### src/rtl/dbus_arb_pkg.sv
// Shared constants for the two-master data-bus arbiter: master IDs and
// access-size encodings.
package dbus_arb_pkg;

    localparam logic MID_CPU = 1'b0;
    localparam logic MID_AUX = 1'b1;

    localparam logic [1:0] SZ_BYTE = 2'd0;
    localparam logic [1:0] SZ_HALF = 2'd1;
    localparam logic [1:0] SZ_WORD = 2'd2;

endpackage

### src/rtl/dbus_arb_id_fifo.sv
// Ordered record of which master issued each outstanding read; one bit per
// entry, supports push and pop in the same cycle.
module dbus_arb_id_fifo #(
    parameter int DEPTH = 4,
    parameter int CNT_W = 3
) (
    input  logic             clk,
    input  logic             rst,
    input  logic             push_i,
    input  logic             push_id_i,
    input  logic             pop_i,
    output logic             full_o,
    output logic             empty_o,
    output logic             head_o,
    output logic [CNT_W-1:0] count_o
);

    localparam int PTR_W = $clog2(DEPTH);

    logic [DEPTH-1:0] mem_q;
    logic [PTR_W-1:0] wr_ptr_q, wr_ptr_d;
    logic [PTR_W-1:0] rd_ptr_q, rd_ptr_d;
    logic [CNT_W-1:0] count_q, count_d;
    logic             do_push, do_pop;

    assign full_o  = (count_q == CNT_W'(DEPTH));
    assign empty_o = (count_q == '0);
    assign head_o  = mem_q[rd_ptr_q];
    assign count_o = count_q;

    assign do_push = push_i & ~full_o;
    assign do_pop  = pop_i & ~empty_o;

    always_comb begin
        wr_ptr_d = wr_ptr_q;
        rd_ptr_d = rd_ptr_q;
        count_d  = count_q;
        if (do_push) wr_ptr_d = wr_ptr_q + PTR_W'(1);
        if (do_pop)  rd_ptr_d = rd_ptr_q + PTR_W'(1);
        if (do_push && !do_pop)      count_d = count_q + CNT_W'(1);
        else if (do_pop && !do_push) count_d = count_q - CNT_W'(1);
    end

    always_ff @(posedge clk or posedge rst) begin
        if (rst) begin
            mem_q    <= '0;
            wr_ptr_q <= '0;
            rd_ptr_q <= '0;
            count_q  <= '0;
        end else begin
            if (do_push) mem_q[wr_ptr_q] <= push_id_i;
            wr_ptr_q <= wr_ptr_d;
            rd_ptr_q <= rd_ptr_d;
            count_q  <= count_d;
        end
    end

endmodule

### src/rtl/dbus_arbiter.sv
// Shares one simple-bus data port between the CPU (m0) and an auxiliary
// requester (m1). Define DBUS_ARB_ROUND_ROBIN_EN for round-robin contention.
module dbus_arbiter
    import dbus_arb_pkg::*;
#(
    parameter int MAX_OUTSTANDING = 4,
    parameter int CNT_W           = 3
) (
    input  logic             clk,
    input  logic             reset,

    input  logic             m0_cmd_valid,
    output logic             m0_cmd_ready,
    input  logic             m0_cmd_payload_wr,
    input  logic [31:0]      m0_cmd_payload_address,
    input  logic [31:0]      m0_cmd_payload_data,
    input  logic [1:0]       m0_cmd_payload_size,
    output logic             m0_rsp_ready,
    output logic             m0_rsp_error,
    output logic [31:0]      m0_rsp_data,

    input  logic             m1_cmd_valid,
    output logic             m1_cmd_ready,
    input  logic             m1_cmd_payload_wr,
    input  logic [31:0]      m1_cmd_payload_address,
    input  logic [31:0]      m1_cmd_payload_data,
    input  logic [1:0]       m1_cmd_payload_size,
    output logic             m1_rsp_ready,
    output logic             m1_rsp_error,
    output logic [31:0]      m1_rsp_data,

    output logic             s_cmd_valid,
    input  logic             s_cmd_ready,
    output logic             s_cmd_payload_wr,
    output logic [31:0]      s_cmd_payload_address,
    output logic [31:0]      s_cmd_payload_data,
    output logic [1:0]       s_cmd_payload_size,
    input  logic             s_rsp_ready,
    input  logic             s_rsp_error,
    input  logic [31:0]      s_rsp_data,

    output logic [CNT_W-1:0] outstanding,
    output logic             err_unexpected_rsp
);

    logic grant;
    logic gnt_valid;
    logic read_blocked;
    logic accept;
    logic push, pop;
    logic fifo_full, fifo_empty, fifo_head;
    logic lock_q, lock_d;
    logic lock_id_q, lock_id_d;
    logic err_q, err_d;
    logic locked_valid;

`ifdef DBUS_ARB_ROUND_ROBIN_EN
    logic last_q, last_d;
`endif

    assign locked_valid = (lock_id_q == MID_CPU) ? m0_cmd_valid : m1_cmd_valid;

    always_comb begin
        grant = MID_CPU;
        if (lock_q && locked_valid) begin
            grant = lock_id_q;
        end else if (m0_cmd_valid && m1_cmd_valid) begin
`ifdef DBUS_ARB_ROUND_ROBIN_EN
            grant = ~last_q;
`else
            grant = MID_CPU;
`endif
        end else if (m1_cmd_valid) begin
            grant = MID_AUX;
        end
    end

    always_comb begin
        if (grant == MID_CPU) begin
            gnt_valid             = m0_cmd_valid;
            s_cmd_payload_wr      = m0_cmd_payload_wr;
            s_cmd_payload_address = m0_cmd_payload_address;
            s_cmd_payload_data    = m0_cmd_payload_data;
            s_cmd_payload_size    = m0_cmd_payload_size;
        end else begin
            gnt_valid             = m1_cmd_valid;
            s_cmd_payload_wr      = m1_cmd_payload_wr;
            s_cmd_payload_address = m1_cmd_payload_address;
            s_cmd_payload_data    = m1_cmd_payload_data;
            s_cmd_payload_size    = m1_cmd_payload_size;
        end
    end

    // Full check deliberately ignores a same-cycle pop to keep this path short.
    assign read_blocked = gnt_valid & ~s_cmd_payload_wr & fifo_full;
    assign s_cmd_valid  = ~reset & gnt_valid & ~read_blocked;
    assign accept       = s_cmd_valid & s_cmd_ready;
    assign m0_cmd_ready = accept & (grant == MID_CPU);
    assign m1_cmd_ready = accept & (grant == MID_AUX);

    assign push = accept & ~s_cmd_payload_wr;
    assign pop  = s_rsp_ready & ~fifo_empty;

    assign m0_rsp_ready = pop & (fifo_head == MID_CPU);
    assign m1_rsp_ready = pop & (fifo_head == MID_AUX);
    assign m0_rsp_data  = s_rsp_data;
    assign m1_rsp_data  = s_rsp_data;
    assign m0_rsp_error = s_rsp_error;
    assign m1_rsp_error = s_rsp_error;

    // Hold the grant on a stalled master so its payload stays stable.
    assign lock_d    = gnt_valid & ~accept;
    assign lock_id_d = grant;
    assign err_d     = err_q | (s_rsp_ready & fifo_empty);

    assign err_unexpected_rsp = err_q;

    always_ff @(posedge clk or posedge reset) begin
        if (reset) begin
            lock_q    <= 1'b0;
            lock_id_q <= MID_CPU;
            err_q     <= 1'b0;
        end else begin
            lock_q    <= lock_d;
            lock_id_q <= lock_id_d;
            err_q     <= err_d;
        end
    end

`ifdef DBUS_ARB_ROUND_ROBIN_EN
    assign last_d = accept ? grant : last_q;

    always_ff @(posedge clk or posedge reset) begin
        if (reset) last_q <= MID_AUX;
        else       last_q <= last_d;
    end
`endif

    dbus_arb_id_fifo #(
        .DEPTH (MAX_OUTSTANDING),
        .CNT_W (CNT_W)
    ) u_id_fifo (
        .clk       (clk),
        .rst       (reset),
        .push_i    (push),
        .push_id_i (grant),
        .pop_i     (pop),
        .full_o    (fifo_full),
        .empty_o   (fifo_empty),
        .head_o    (fifo_head),
        .count_o   (outstanding)
    );

endmodule

### config.mk
export PLATFORM = sky130hd
export DESIGN_NAME = dbus_arbiter
export DESIGN_NICKNAME = d
export VERILOG_FILES = /design/src/rtl/dbus_arb_pkg.sv /design/src/rtl/dbus_arb_id_fifo.sv /design/src/rtl/dbus_arbiter.sv
export SDC_FILE = /design/constraint.sdc
export NUM_CORES = 1
export LEC_CHECK = 0
export CAP_MARGIN = 20
export CORE_AREA = 5 5 120 122
export CTS_CLUSTER_SIZE = 14
export DETAILED_ROUTE_END_ITERATION = 8
export DIE_AREA = 0 0 125 127
export PLACE_DENSITY = 0.69
export SYNTH_ARGS = -nofsm -noshare
export SYNTH_HDL_FRONTEND = slang
export SYNTH_SLANG_ARGS = --single-unit
### constraint.sdc
create_clock -name clk -period 2.5 [get_ports clk]
set_input_delay 0.5 -clock clk [delete_from_list [all_inputs] [get_ports clk]]
set_output_delay 0.5 -clock clk [all_outputs]
set_load 0.03 [all_outputs]
Word-level counts from Yosys, hierarchy flattened --
Index checks and enable logic that the tools add are counted.
Word-level totals: register bits 14, bits in latches 0, memory bits (writable) 0, memory bits (read-only) 0, logic and storage cells 64, memories kept 0
Cells by class: add/sub/neg operators 4, multiply operators 0, divide/modulo/power cells 0, order comparisons 3, equal/unequal tests 1, shift operators 0, multiplexer cells 16, bitwise operators 24, reduce and logical (&&, ||, !) cells 9
Operators by type and width (count):
- $mux W32 | 2
- $and A1 B1 Y1 | 15
- $mux W1 | 8
- $not A1 Y1 | 8
- $lt A2 B3 Y1 const B | 2
- $mux W3 | 2
- $logic_and A1 B1 Y1 | 5
- $add A2 B1 Y2 const B | 2
- $bwmux W4 | 1
- $add A3 B1 Y3 const B | 1
- $eq A3 B3 Y1 const B | 1
- $logic_not A3 Y1 | 1
- $sub A3 B1 Y3 const B | 1
- $bmux W1 S2 | 1
- $demux W1 S2 | 1
- $ge A2 B1 Y1 const B | 1
- $logic_not A1 Y1 | 2
- $mux W2 | 1
- $reduce_bool A2 Y1 | 1
- $or A1 B1 Y1 | 1

Logic depth before layout (Yosys ltp) --
Gate-level depths: netlist of the first run.
depth in word-level cells 16, gate-level depth with buffers 10, depth with buffers taken out 10

Modules after synthesis --
Synthesis of the first run repeated with hierarchy kept, for this count alone.
Second synthesis, totals: cells, all modules 222, area, all modules 2265.9 um2
Modules (own cells, without submodules):
- dbus_arbiter | times used 1, cells an instance 168, area an instance 1659.1 um2
- dbus_arb_id_fifo | times used 1, cells an instance 54, area an instance 606.8 um2

Worst setup path after synthesis of the first run --
OpenSTA, ideal clock, no wires.
path kind reg2reg, start point register u_id_fifo.count_q[0], in the netlist u_id_fifo.count_o[0], end point register u_id_fifo.count_q[1], in the netlist u_id_fifo.count_o[1], library setup time 0.125 ns, arrival time 2.138 ns, data required time 2.375 ns, slack 0.237 ns, cell stages (with the launch flop) 9, path buffers 1, clock period less this slack 2.263 ns, path through dfrtp_1 -> or3b_1 -> buf_2 -> nand4b_4 -> inv_1 -> ha_1 -> inv_1 -> fa_1 -> mux2_2
Between the ends: elaborated cells on any way between the ends 21, those cells by class add/sub: 2; eq/ne: 1; mux: 2; bitwise: 10; reduce/logical: 6
RTL lines:
- start, declared | RTL line dbus_arb_id_fifo.sv:23 | logic [CNT_W-1:0] count_q, count_d;
- start signal, assigned | RTL line dbus_arb_id_fifo.sv:54 | count_q <= count_d;
- $eq A3 B3 Y1 * | RTL line dbus_arb_id_fifo.sv:26 | assign full_o = (count_q == CNT_W'(DEPTH));
- $and A1 B1 Y1 | RTL line dbus_arbiter.sv:95 | assign read_blocked = gnt_valid & ~s_cmd_payload_wr & fifo_full;
- $not A1 Y1 | RTL line dbus_arbiter.sv:96 | assign s_cmd_valid = ~reset & gnt_valid & ~read_blocked;
- $and A1 B1 Y1 | RTL line dbus_arbiter.sv:96
- $and A1 B1 Y1 | RTL line dbus_arbiter.sv:97 | assign accept = s_cmd_valid & s_cmd_ready;
- $and A1 B1 Y1 | RTL line dbus_arbiter.sv:101 | assign push = accept & ~s_cmd_payload_wr;
- $and A1 B1 Y1 * | RTL line dbus_arb_id_fifo.sv:31 | assign do_push = push_i & ~full_o;
- net u_id_fifo.do_push | RTL line dbus_arb_id_fifo.sv:24 | logic do_push, do_pop;
- $logic_and A1 B1 Y1 * | RTL line dbus_arb_id_fifo.sv:40 | if (do_push && !do_pop) count_d = count_q + CNT_W'(1);
- $mux W3 * | RTL line dbus_arb_id_fifo.sv:40
- net u_id_fifo.count_d[1] | RTL line dbus_arb_id_fifo.sv:23
The timed path passes the listed nets; every way through them passes the cells marked *. The select of a mux whose other input is x is not followed. A chain may end at the register's enable or synchronous reset.

Worst setup path in the final report of the first run --
start point register u_id_fifo.rd_ptr_q[0], end point output port m1_rsp_ready
Between the ends: word-level cells in the longest chain between the ends 3
RTL lines:
- start, declared | RTL line dbus_arb_id_fifo.sv:22 | logic [PTR_W-1:0] rd_ptr_q, rd_ptr_d;
- start signal, assigned | RTL line dbus_arb_id_fifo.sv:53 | rd_ptr_q <= rd_ptr_d;
- $bmux W1 S2 | RTL line dbus_arb_id_fifo.sv:28 | assign head_o = mem_q[rd_ptr_q];
- $mux W1 (implied by the code) | RTL line dbus_arb_id_fifo.sv:28
- $and A1 B1 Y1 | RTL line dbus_arbiter.sv:105 | assign m1_rsp_ready = pop & (fifo_head == MID_AUX);
- end, declared | RTL line dbus_arbiter.sv:28 | output logic m1_rsp_ready,
No other way between the ends. The select of a mux whose other input is x is not followed.

==> results of run 1 <==
[cell families (layout without fill, tap and decap cells)]
| kind of cell | after synthesis | after routing |
|---|---|---|
| fa+ha+maj | 6 | 6 |
| flops | 14 | 14 |
| mux | 3 | 3 |
| buf+inv | 92 | 240 |
| simple gates | 219 | 219 |
| compound gates | 14 | 14 |
| xor+xnor | 6 | 6 |
[flip-flops by register name, indices dropped and copies added (netlist names)]
name	flops
u_id_fifo.rd_ptr_q	2
lock_id_q	1
err_unexpected_rsp	1
u_id_fifo.count_o	3
u_id_fifo.mem_q	4
lock_q	1
u_id_fifo.wr_ptr_q	2
[where the power goes]
group / switching [uW] / total [uW] / internal (uW)
Clock: 80.2 / 288 / 208
Combinational: 657 / 1280 / 624
Sequential: 90.3 / 413 / 323
Total: 827 / 1980 / 1160
[what timing repair did]
| action | in CTS | in global routing |
|---|---|---|
| gates resized for setup | 1 | 4 |
| pin swaps | 0 | 3 |
| gates cloned | 0 | 0 |
| endpoints found under the setup margin | 2 | 71 |
| setup buffers | 1 | 1 |
[layout make-up]
type | instances | area (um^2) | area share [%]
Clock buffer | 3 | 75.1 | 1.87
Inverter | 8 | 30.0 | 0.749
Multi-Input combinational cell | 248 | 1190 | 29.7
Sequential cell | 14 | 350 | 8.74
Tap cell | 176 | 220 | 5.49
Timing Repair Buffer | 229 | 2140 | 53.4
[worst paths after layout]
kind | start | endpoint | slack (ns) | cells past startpoint
worst max-delay path | u_id_fifo.rd_ptr_q[0] | m1_rsp_ready | 0.09 | 3
worst min-delay path | err_unexpected_rsp | err_unexpected_rsp | 0.45 | 1
worst max register to register | u_id_fifo.count_o[0] | u_id_fifo.count_o[1] | 0.26 | 7
worst min register to register | err_unexpected_rsp | err_unexpected_rsp | 0.45 | 1
max in group asynchronous | reset | err_unexpected_rsp | 1.69 | 3
min in group asynchronous | reset | lock_id_q | 0.64 | 3
[worst reg2reg max path: stages (launching register included)]
cell and delay [ns]:
dfrtp_1 0.44, or3b_1 0.55, nand4b_4 0.15, inv_1 0.05, ha_1 0.19, inv_1 0.07
fa_1 0.41, mux2_2 0.27
[through the flow]
step | setup TNS, ns | setup WS, ns | hold slack [ns] | cell area, um^2 | utilization (%)
4_1_cts | 0 | 0.00858 | 0.460 | 3990 | 30.5
3_3_place_gp | -0.380 | -0.186 | 0.451 | 3900 | 29.8
6_report | 0 | 0.0901 | 0.453 | 4010 | 30.6
2_1_floorplan | 0 | 0.237 | 0.397 | 2170 | -
5_1_grt | 0 | 0.0330 | 0.478 | 4010 | 30.6
3_5_place_dp | -0.407 | -0.201 | 0.451 | 3900 | 29.8
[cells in the mapped netlist, types with 2 or more instances]
cell	n	area share [%]
buf_2	12	2.8
buf_6	3	1.6
xor2_1	3	1.2
dfrtp_1	14	16
o21ai_1	2	0.46
nand2_1	199	34
nand2b_1	2	0.58
o21ai_0	3	0.69
buf_4	68	23
o31ai_1	4	1.4
xnor2_1	3	1.2
inv_1	7	1.2
nor2b_1	2	0.58
nor2_1	5	0.86
nand4_1	4	1.2
ha_1	5	2.9
[cells in the final DEF (no fill, tap or decap), types with 2 or more instances in the layout]
master           count
nand2_1            199
clkdlybuf4s50_1    142
buf_4               79
dfrtp_1             14
inv_1                7
nor2_1               5
ha_1                 5
nand4_1              4
o31ai_1              4
buf_12               4
xnor2_1              3
o21ai_0              3
xor2_1               3
clkbuf_16            3
dlymetal6s2s_1       3
nor2b_1              2
o21ai_1              2
[layer usage]
layer  GRT usage (%)  vias to the layer above
met3            5.68                        5
met2            17.7                      204
li1                -                     1310
met1            11.2                     1088
met4            1.72                        0
met5               0                        -
==> metrics.txt, run 1 <==
Hold Buf Count CTS 0; Clock Sinks 14; # DRC 0; MaxCap Viol Count 0; Synth Flop Type dfrtp_1; met3 WL 1.33 mm; aggregate global-route resource usage 10.2%; slowest stage delay, CP 0.59 ns; status complete, no violations; I/O Pins 315; Cells after Synth 354; unique cell type count in the Yosys netlist 34; TritonRoute pass-1 iters 4; worst slew pin tran 0.320 ns; Fin. Hold Viols 0; GRT overflow 0; remaining antenna violation count 0; CTS tree built; RSZ-0062 raised after global routing false; Syn Std Cell Area 2170 um^2; Synth Area in Simple Gates 40.7%; Synth Area in XOR/XNOR 2.42%; DP HPWL 7.90 mm; max layer used met4; min Tclk post-route 2.41 ns; die height 127 um; fill count 1410; number of synthesized flops with an enable pin 0; Syn-to-layout area delta 84.5%; diodes inserted 0; P_leak 0.00202 uW; row cnt 42; #FFs+latches synth 14; Synth Warn # 0; sequential fraction of the synthesis area 16.1%; H-tree Lvls 1; Met1 Routed Length 3.35 mm; clock-pin slew on the worst setup and hold paths 0.04 ns; Die X 125 um; skew final 0.000479 ns; TritonCTS buffer count 3; placed cells 673; Final #Nets 683; largest net degree at the start of global routing 39; routed wire length 9.20 mm; CP Data Required Time 2.00 ns; first-pass GRT wire length 13.4 mm; Post-Synth Adder-Cell Area 3.80%; Layout Cells excl Fill 678; CP Launch Type flip-flop; routed vias 2607; number of global-route vias before repair 2484; final estimated routing congestion in global placement 0.835; CTS Buffer Depth 2; die area 15900 um^2; Worst Hold Class reg2reg; DR WL met2 4.46 mm; main combinational cell family by area after synthesis simple AND/OR/NAND/NOR gates; Tcrit/Tclk final 96.4%; WP data arrival 1.91 ns; power density over the cells 494 nW/um^2; crit end category output port; Max transition margin 78.6%; initial antenna violation count 0; PortBufs 215; clk root buf clkbuf_16; worst setup path class reg2out; compound-cell area share of the yosys netlist 5.47%; power consumption 1980 uW; Mean Syn Cell Area 6.14 um^2; clk_lat worst skew 0.24 ns; routed len/inst 13.6 um; fmax 415 MHz; post-synthesis mux area share 2.07%; crit-path cells mux4_2 > nor2b_1 > clkdlybuf4s50_1; Final Max Tran Viols 0; critical path's slowest cell clkdlybuf4s50_1; Worst path top cell family by delay buffers and inverters; share of cells above drive strength 1 19.1%; DRT iter0 DRCs 70; vias per cell 3.85; Mapped Nets 533; Initial Utilization 16.6%; number of setup violations in the final report 0; Core ar. 13100 um^2; CP bufs+invs 1; Max VDD drop 259 uV; CP Max Fanout 3; FFs w/ async S/R, synth 100%
Note: power is estimated with default switching activity, not from simulation.
==> run 2: changes to the inputs <==
--- a/config.mk
+++ b/config.mk
@@ -11,6 +11,7 @@
 export DETAILED_ROUTE_END_ITERATION = 8
 export DIE_AREA = 0 0 125 127
 export PLACE_DENSITY = 0.69
+export SKIP_CTS_REPAIR_TIMING = 1
 export SYNTH_ARGS = -nofsm -noshare
 export SYNTH_HDL_FRONTEND = slang
 export SYNTH_SLANG_ARGS = --single-unit
==> run 2 against run 1 <==
  * Sequential power about the same
  * Flip-flop and latch count unchanged
  * Register-to-register slack about the same
  * Clock skew about the same
==> metrics.txt, run 2 (synthesized netlist as in run 1, its figures left out) <==
status complete, no violations (unchanged); skew final 0.000485 ns (was 0.000479 ns); CTS Buffer Depth 2 (unchanged); diodes inserted 0 (unchanged); CTS tree built (unchanged); DP HPWL 7.90 mm (unchanged); fmax 415 MHz (about the same); TritonCTS buffer count 3 (unchanged); Max VDD drop 259 uV (about the same); Initial Utilization 16.6% (unchanged); share of cells above drive strength 1 19.1% (unchanged); Syn-to-layout area delta 84.5% (unchanged); Biggest register u_id_fifo.mem_q (unchanged); RSZ-0062 raised after global routing false (unchanged); min Tclk post-route 2.41 ns (about the same); Final Max Tran Viols 0 (unchanged); H-tree Lvls 1 (unchanged); clk_lat worst skew 0.24 ns (about the same); row cnt 42 (unchanged); final estimated routing congestion in global placement 0.835 (unchanged); fill count 1410 (unchanged); number of setup violations in the final report 0 (unchanged); GRT overflow 0 (unchanged); Final #Nets 683 (unchanged); routed len/inst 13.6 um (about the same); remaining antenna violation count 0 (unchanged); I/O Pins 315 (unchanged); routed wire length 9.20 mm (about the same); Tcrit/Tclk final 96.4% (about the same); die area 15900 um^2 (unchanged); largest net degree at the start of global routing 39 (unchanged); most frequent cells in the layout 199 x nand2_1, 142 x clkdlybuf4s50_1, 79 x buf_4, 14 x dfrtp_1, 7 x inv_1 (unchanged); Clock Sinks 14 (unchanged); PortBufs 215 (unchanged); Core ar. 13100 um^2 (unchanged); worst slew pin tran 0.320 ns (about the same); CP Max Fanout 3 (unchanged); Fin. Hold Viols 0 (unchanged); most common cell after layout, fill and taps aside nand2_1 (unchanged); WP data arrival 1.91 ns (about the same); Setup TNS Final 0 ns (unchanged); worst setup path class reg2out (unchanged); CP Launch Type flip-flop (unchanged); vias per cell 3.84 (was 3.85); DRT iter0 DRCs 70 (unchanged); clk root buf clkbuf_16 (unchanged); initial antenna violation count 0 (unchanged); Die X 125 um (unchanged); first-pass GRT wire length 13.4 mm (unchanged); max reg flops 4 (unchanged); Max transition margin 78.6% (unchanged); die height 127 um (unchanged); CP Data Required Time 2.00 ns (about the same); aggregate global-route resource usage 10.2% (unchanged); TritonRoute pass-1 iters 4 (unchanged); crit-path cells mux4_2 > nor2b_1 > clkdlybuf4s50_1 (unchanged); routed vias 2605 (was 2607); Register Area 350 um^2 (unchanged); Worst Hold Class reg2reg (unchanged); P_leak 0.00202 uW (unchanged); slowest stage delay, CP 0.59 ns (about the same); fin area 4010 um^2 (unchanged); Multi-input gate area 1190 um^2 (unchanged); MaxCap Viol Count 0 (unchanged); critical path's slowest cell clkdlybuf4s50_1 (unchanged); power density over the cells 494 nW/um^2 (about the same); Post-DP Area 3900 um^2 (unchanged); number of global-route vias before repair 2480 (was 2484); clock-pin slew on the worst setup and hold paths 0.04 ns (about the same); crit end category output port (unchanged); # DRC 0 (unchanged)
==> run 2: path summary, 6_finish.rpt <==
kind / from / to / slack (ns) / cells past startpoint
worst max-delay path: u_id_fifo.rd_ptr_q[0] / m1_rsp_ready / 0.09 / 3
worst min-delay path: err_unexpected_rsp / err_unexpected_rsp / 0.45 / 1
worst max register to register: u_id_fifo.count_o[0] / u_id_fifo.count_o[1] / 0.26 / 7
worst min register to register: err_unexpected_rsp / err_unexpected_rsp / 0.45 / 1
max in group asynchronous: reset / err_unexpected_rsp / 1.69 / 3
min in group asynchronous: reset / lock_id_q / 0.64 / 3
==> run 2: layer usage <==
layer  wire (um)  part of all wire [%]  up-vias  track usage [%]
li1            -                     -     1310                -
met1        3350                    36     1086             11.2
met2        4460                    48      204             17.7
met3        1330                    14        5             5.68
met4          56                  0.61        0             1.72
met5           0                     0        -                0
==> run 2: cell type report <==
cell class / instances / area share (%)
repair buffers: 229 / 53.4
inverters: 8 / 0.749
multi-input cells: 248 / 29.7
clock buffers: 3 / 1.87
well taps: 176 / 5.49
flip-flops and latches: 14 / 8.74
==> run 2: through the flow <==
step                      worst slack, ns  power, uW  hold slack (ns)  util (%)  std cells
after floorplan                     0.237       1310            0.397         -        354
after global placement             -0.186       1690            0.451      29.8        673
after detailed placement           -0.201       1710            0.451      29.8        673
after CTS                         -0.0492       2010            0.460      30.4        676
after global routing               0.0330       2130            0.478      30.6        678
final                              0.0902       1980            0.453      30.6        678
==> run 2: power by group <==
group          internal [uW]  switching, uW
clock                    208           80.1
sequential               323           90.3
combinational            624            657
==> run 2: critical path: cells and delay by family, from the launching register on <==
family | cells | cell delay [ns]
multiplexers | 1 | 0.54
flip-flops | 1 | 0.39
buffers and inverters | 1 | 0.59
AND/OR/NAND/NOR | 1 | 0.15
==> run 3: changes to the inputs <==
--- a/config.mk
+++ b/config.mk
@@ -6,12 +6,16 @@
 export NUM_CORES = 1
 export LEC_CHECK = 0
 export CAP_MARGIN = 20
-export CORE_AREA = 5 5 120 122
+export CELL_PAD_IN_SITES_DETAIL_PLACEMENT = 0
+export CELL_PAD_IN_SITES_GLOBAL_PLACEMENT = 1
+export CORE_ASPECT_RATIO = 1.1
+export CORE_MARGIN = 5
+export CORE_UTILIZATION = 15
 export CTS_CLUSTER_SIZE = 14
 export DETAILED_ROUTE_END_ITERATION = 8
-export DIE_AREA = 0 0 125 127
-export PLACE_DENSITY = 0.69
+export PLACE_DENSITY = 0.89
 export SKIP_CTS_REPAIR_TIMING = 1
 export SYNTH_ARGS = -nofsm -noshare
 export SYNTH_HDL_FRONTEND = slang
+export SYNTH_HIERARCHICAL = 1
 export SYNTH_SLANG_ARGS = --single-unit
==> run 3 against run 2 <==
  * Cell count decreased by 12%
  * Sequential power rose by 3%
  * Critical path type is now reg2reg
  * Flip-flop and latch count stayed put
  * Clock skew rose by 0.0021 ns
  * Synthesized cell count shrank 37%
  * Via count down 15%
  * Hold slack worse by 0.12 ns
  * Largest power group unchanged
  * Routed wire length increased by 2.5%
  * Critical endpoint is now u_id_fifo/count_o[2]
==> metrics.txt, run 3 <==
status complete, no violations (unchanged); clk root buf clkbuf_16 (unchanged); most frequent cells in the layout 137 x clkdlybuf4s50_1, 61 x buf_4, 48 x mux2_2, 41 x dlymetal6s2s_1, 20 x mux2_4 (was 199 x nand2_1, 142 x clkdlybuf4s50_1, 79 x buf_4, 14 x dfrtp_1, 7 x inv_1); FF-to-FF path depth 11 (was 7); Cells after Synth 222 (was 354); Max VDD drop 253 uV (was 259 uV); I/O Pins 315 (unchanged); CTS Buffer Depth 2 (unchanged); top cell type's share of synthesized area 23.9% (was 34.4%); WP data arrival 2.57 ns (was 1.91 ns); vias per cell 3.73 (was 3.84); routed wire length 9.43 mm (was 9.20 mm); clk_lat worst skew 0.24 ns (about the same); power consumption 2200 uW (was 1980 uW); routed len/inst 15.8 um (was 13.6 um); Met1 Routed Length 2.81 mm (was 3.35 mm); max reg flops 4 (unchanged); H-tree Lvls 1 (unchanged); Post-DP Area 4210 um^2 (was 3900 um^2); met3 WL 1.09 mm (was 1.33 mm); TritonCTS buffer count 3 (unchanged); final core utilization 30.2% (was 30.6%); FFs w/ async S/R, synth 100% (unchanged); P_leak 0.00221 uW (was 0.00202 uW); # DRC 0 (unchanged); Biggest register u_id_fifo/mem_q (was u_id_fifo.mem_q); initial antenna violation count 1 (was 0); Final #Nets 578 (was 683); unique cell type count in the Yosys netlist 35 (was 34); GRT overflow 0 (unchanged); MaxCap Viol Count 0 (unchanged); synth top area cells mux2_2 24%, buf_4 23%, dfrtp_1 15% (was nand2_1 34%, buf_4 23%, dfrtp_1 16%); DP HPWL 7.96 mm (was 7.90 mm); Clock Sinks 14 (unchanged); top-count cell post-synth buf_4 (was nand2_1); Net Switching 847 uW (was 827 uW); area leader, netlist mux2_2 (was nand2_1); CTS tree built (unchanged); fin area 4520 um^2 (was 4010 um^2); Initial Utilization 15.2% (was 16.6%); Final Max Tran Viols 0 (unchanged); most common cell after layout, fill and taps aside clkdlybuf4s50_1 (was nand2_1); CP Data Required Time 2.66 ns (was 2.00 ns); sequential fraction of the synthesis area 15.5% (was 16.1%); share of cells above drive strength 1 39.4% (was 19.1%); worst setup path class reg2reg (was reg2out); TritonRoute pass-1 iters 5 (was 4); power density over the cells 488 nW/um^2 (was 494 nW/um^2); fmax 416 MHz (was 415 MHz); Die X 127 um (was 125 um); Sw Share 38.4% (was 41.7%); PortBufs 215 (unchanged); routed vias 2219 (was 2605); part of the power in registers 19.3% (was 20.9%); crit end category flip-flop (was output port); Syn Std Cell Area 2270 um^2 (was 2170 um^2); remaining antenna violation count 0 (unchanged); final estimated routing congestion in global placement 0.814 (was 0.835); first-pass GRT wire length 13.4 mm (about the same); die area 17700 um^2 (was 15900 um^2); skew final 0.00254 ns (was 0.000485 ns); Logic pwr share 65.6% (was 64.6%); die height 139 um (was 127 um); Worst Hold Class in2async (was reg2reg); #FFs+latches synth 14 (unchanged); max layer used met4 (unchanged); Synth Flop Type dfrtp_1 (unchanged); CP Max Fanout 2 (was 3); aggregate global-route resource usage 9.37% (was 10.2%); number of global-route vias before repair 2570 (was 2480); number of synthesized flops with an enable pin 0 (unchanged); Synth top cells by count 70 x buf_4, 48 x mux2_2, 20 x mux2_4 (was 199 x nand2_1, 68 x buf_4, 14 x dfrtp_1); Tcrit/Tclk final 96.3% (was 96.4%); Mean Syn Cell Area 10.2 um^2 (was 6.14 um^2); Fin. Hold Viols 0 (unchanged); worst slew pin tran 0.434 ns (was 0.320 ns); Max transition margin 71.1% (was 78.6%); Mapped Nets 401 (was 533); Synth Warn # 6 (was 0); clock share of power 15.1% (was 14.5%); DRT iter0 DRCs 77 (was 70); number of setup violations in the final report 0 (unchanged); DR WL met2 5.39 mm (was 4.46 mm); largest net degree at the start of global routing 20 (was 39); min Tclk post-route 2.41 ns (about the same); clock-pin slew on the worst setup and hold paths 0.05 ns (was 0.04 ns); Int Power 1360 uW (was 1160 uW); Syn-to-layout area delta 99.3% (was 84.5%); CP Launch Type flip-flop (unchanged); row cnt 47 (was 42); fill count 1559 (was 1410); Core ar. 14900 um^2 (was 13100 um^2)
-- run 3: changes by cell type after synthesis, moves of 3 or more --
cell,previous run,this run
nand2_1,199,9
mux2_2,1,48
mux2_4,0,20
buf_2,12,0
nand4_1,4,0
buf_12,0,3
nor2_1,5,2
o21ai_0,3,6
o31ai_1,4,1
-- run 3: layer usage --
layer	vias to the layer above	GRT usage, %
met2	182	18.6
met1	988	8.84
met3	7	3.66
met4	0	2.32
met5	-	0
li1	1042	-
-- run 3: final cells by class --
cell class / count / area [um^2] / area share (%)
diodes: 1 / 2.50 / 0.0554
clock buffers: 4 / 88.8 / 1.97
inverters: 9 / 36.3 / 0.804
multi-input cells: 125 / 1350 / 29.8
flip-flops and latches: 14 / 354 / 7.84
well taps: 196 / 245 / 5.43
repair buffers: 246 / 2440 / 54.1
-- run 3: cells by family after synthesis --
logic type / after synthesis / synth area share (%)
AOI/OAI and AO/OA: 16 / 5.25
muxes: 69 / 38.1
adders and majority gates: 6 / 3.64
DFF: 14 / 15.5
xor gates and xnor gates: 6 / 2.32
and+or+nand+nor: 28 / 7.40
buffers and inverters: 83 / 27.8
-- run 3: path summary, 6_finish.rpt --
| kind | from | to | slack [ns] |
|---|---|---|---|
| max | u_id_fifo/count_o[2] | u_id_fifo/count_o[2] | 0.09 |
| min | reset | err_unexpected_rsp | 0.34 |
| min reg2reg | err_unexpected_rsp | err_unexpected_rsp | 0.46 |
| min in group clk | err_unexpected_rsp | err_unexpected_rsp | 0.46 |
| max reg2reg | u_id_fifo/count_o[2] | u_id_fifo/count_o[2] | 0.09 |
| max in group asynchronous | reset | u_id_fifo/count_o[1] | 1.70 |
-- run 3: through the flow --
stage               std cells  hold WS [ns]  worst slack [ns]   TNS (ns)
floorplan                 222         0.254           -0.0883     -0.153
global placement          583         0.447            -0.496     -26.32
detailed placement        583         0.459            -0.519     -27.20
CTS                       587         0.469            -0.530     -27.50
global route              595         0.353         -0.000218  -0.000218
finish                    595         0.337            0.0937          0
-- run 3: power groups by stage --
| stage | clock network, uW | registers, uW | logic (uW) |
|---|---|---|---|
| 6_report | 333 | 426 | 1440 |
| 5_1_grt | 350 | 444 | 1540 |
| 4_1_cts | 340 | 427 | 1440 |
| 3_5_place_dp | 0 | 429 | 1430 |
| 3_3_place_gp | 0 | 425 | 1400 |
| 2_1_floorplan | 0 | 481 | 932 |
-- run 3: critical path, stage by stage (launching register included) --
cell	delay [ns]
dfrtp_2	0.40
nor3b_4	0.16
or3b_4	0.41
nor3b_4	0.19
nand2b_1	0.15
inv_4	0.09
ha_4	0.14
inv_2	0.04
fa_2	0.34
xor2_1	0.14
nor2_1	0.11
xor2_1	0.15
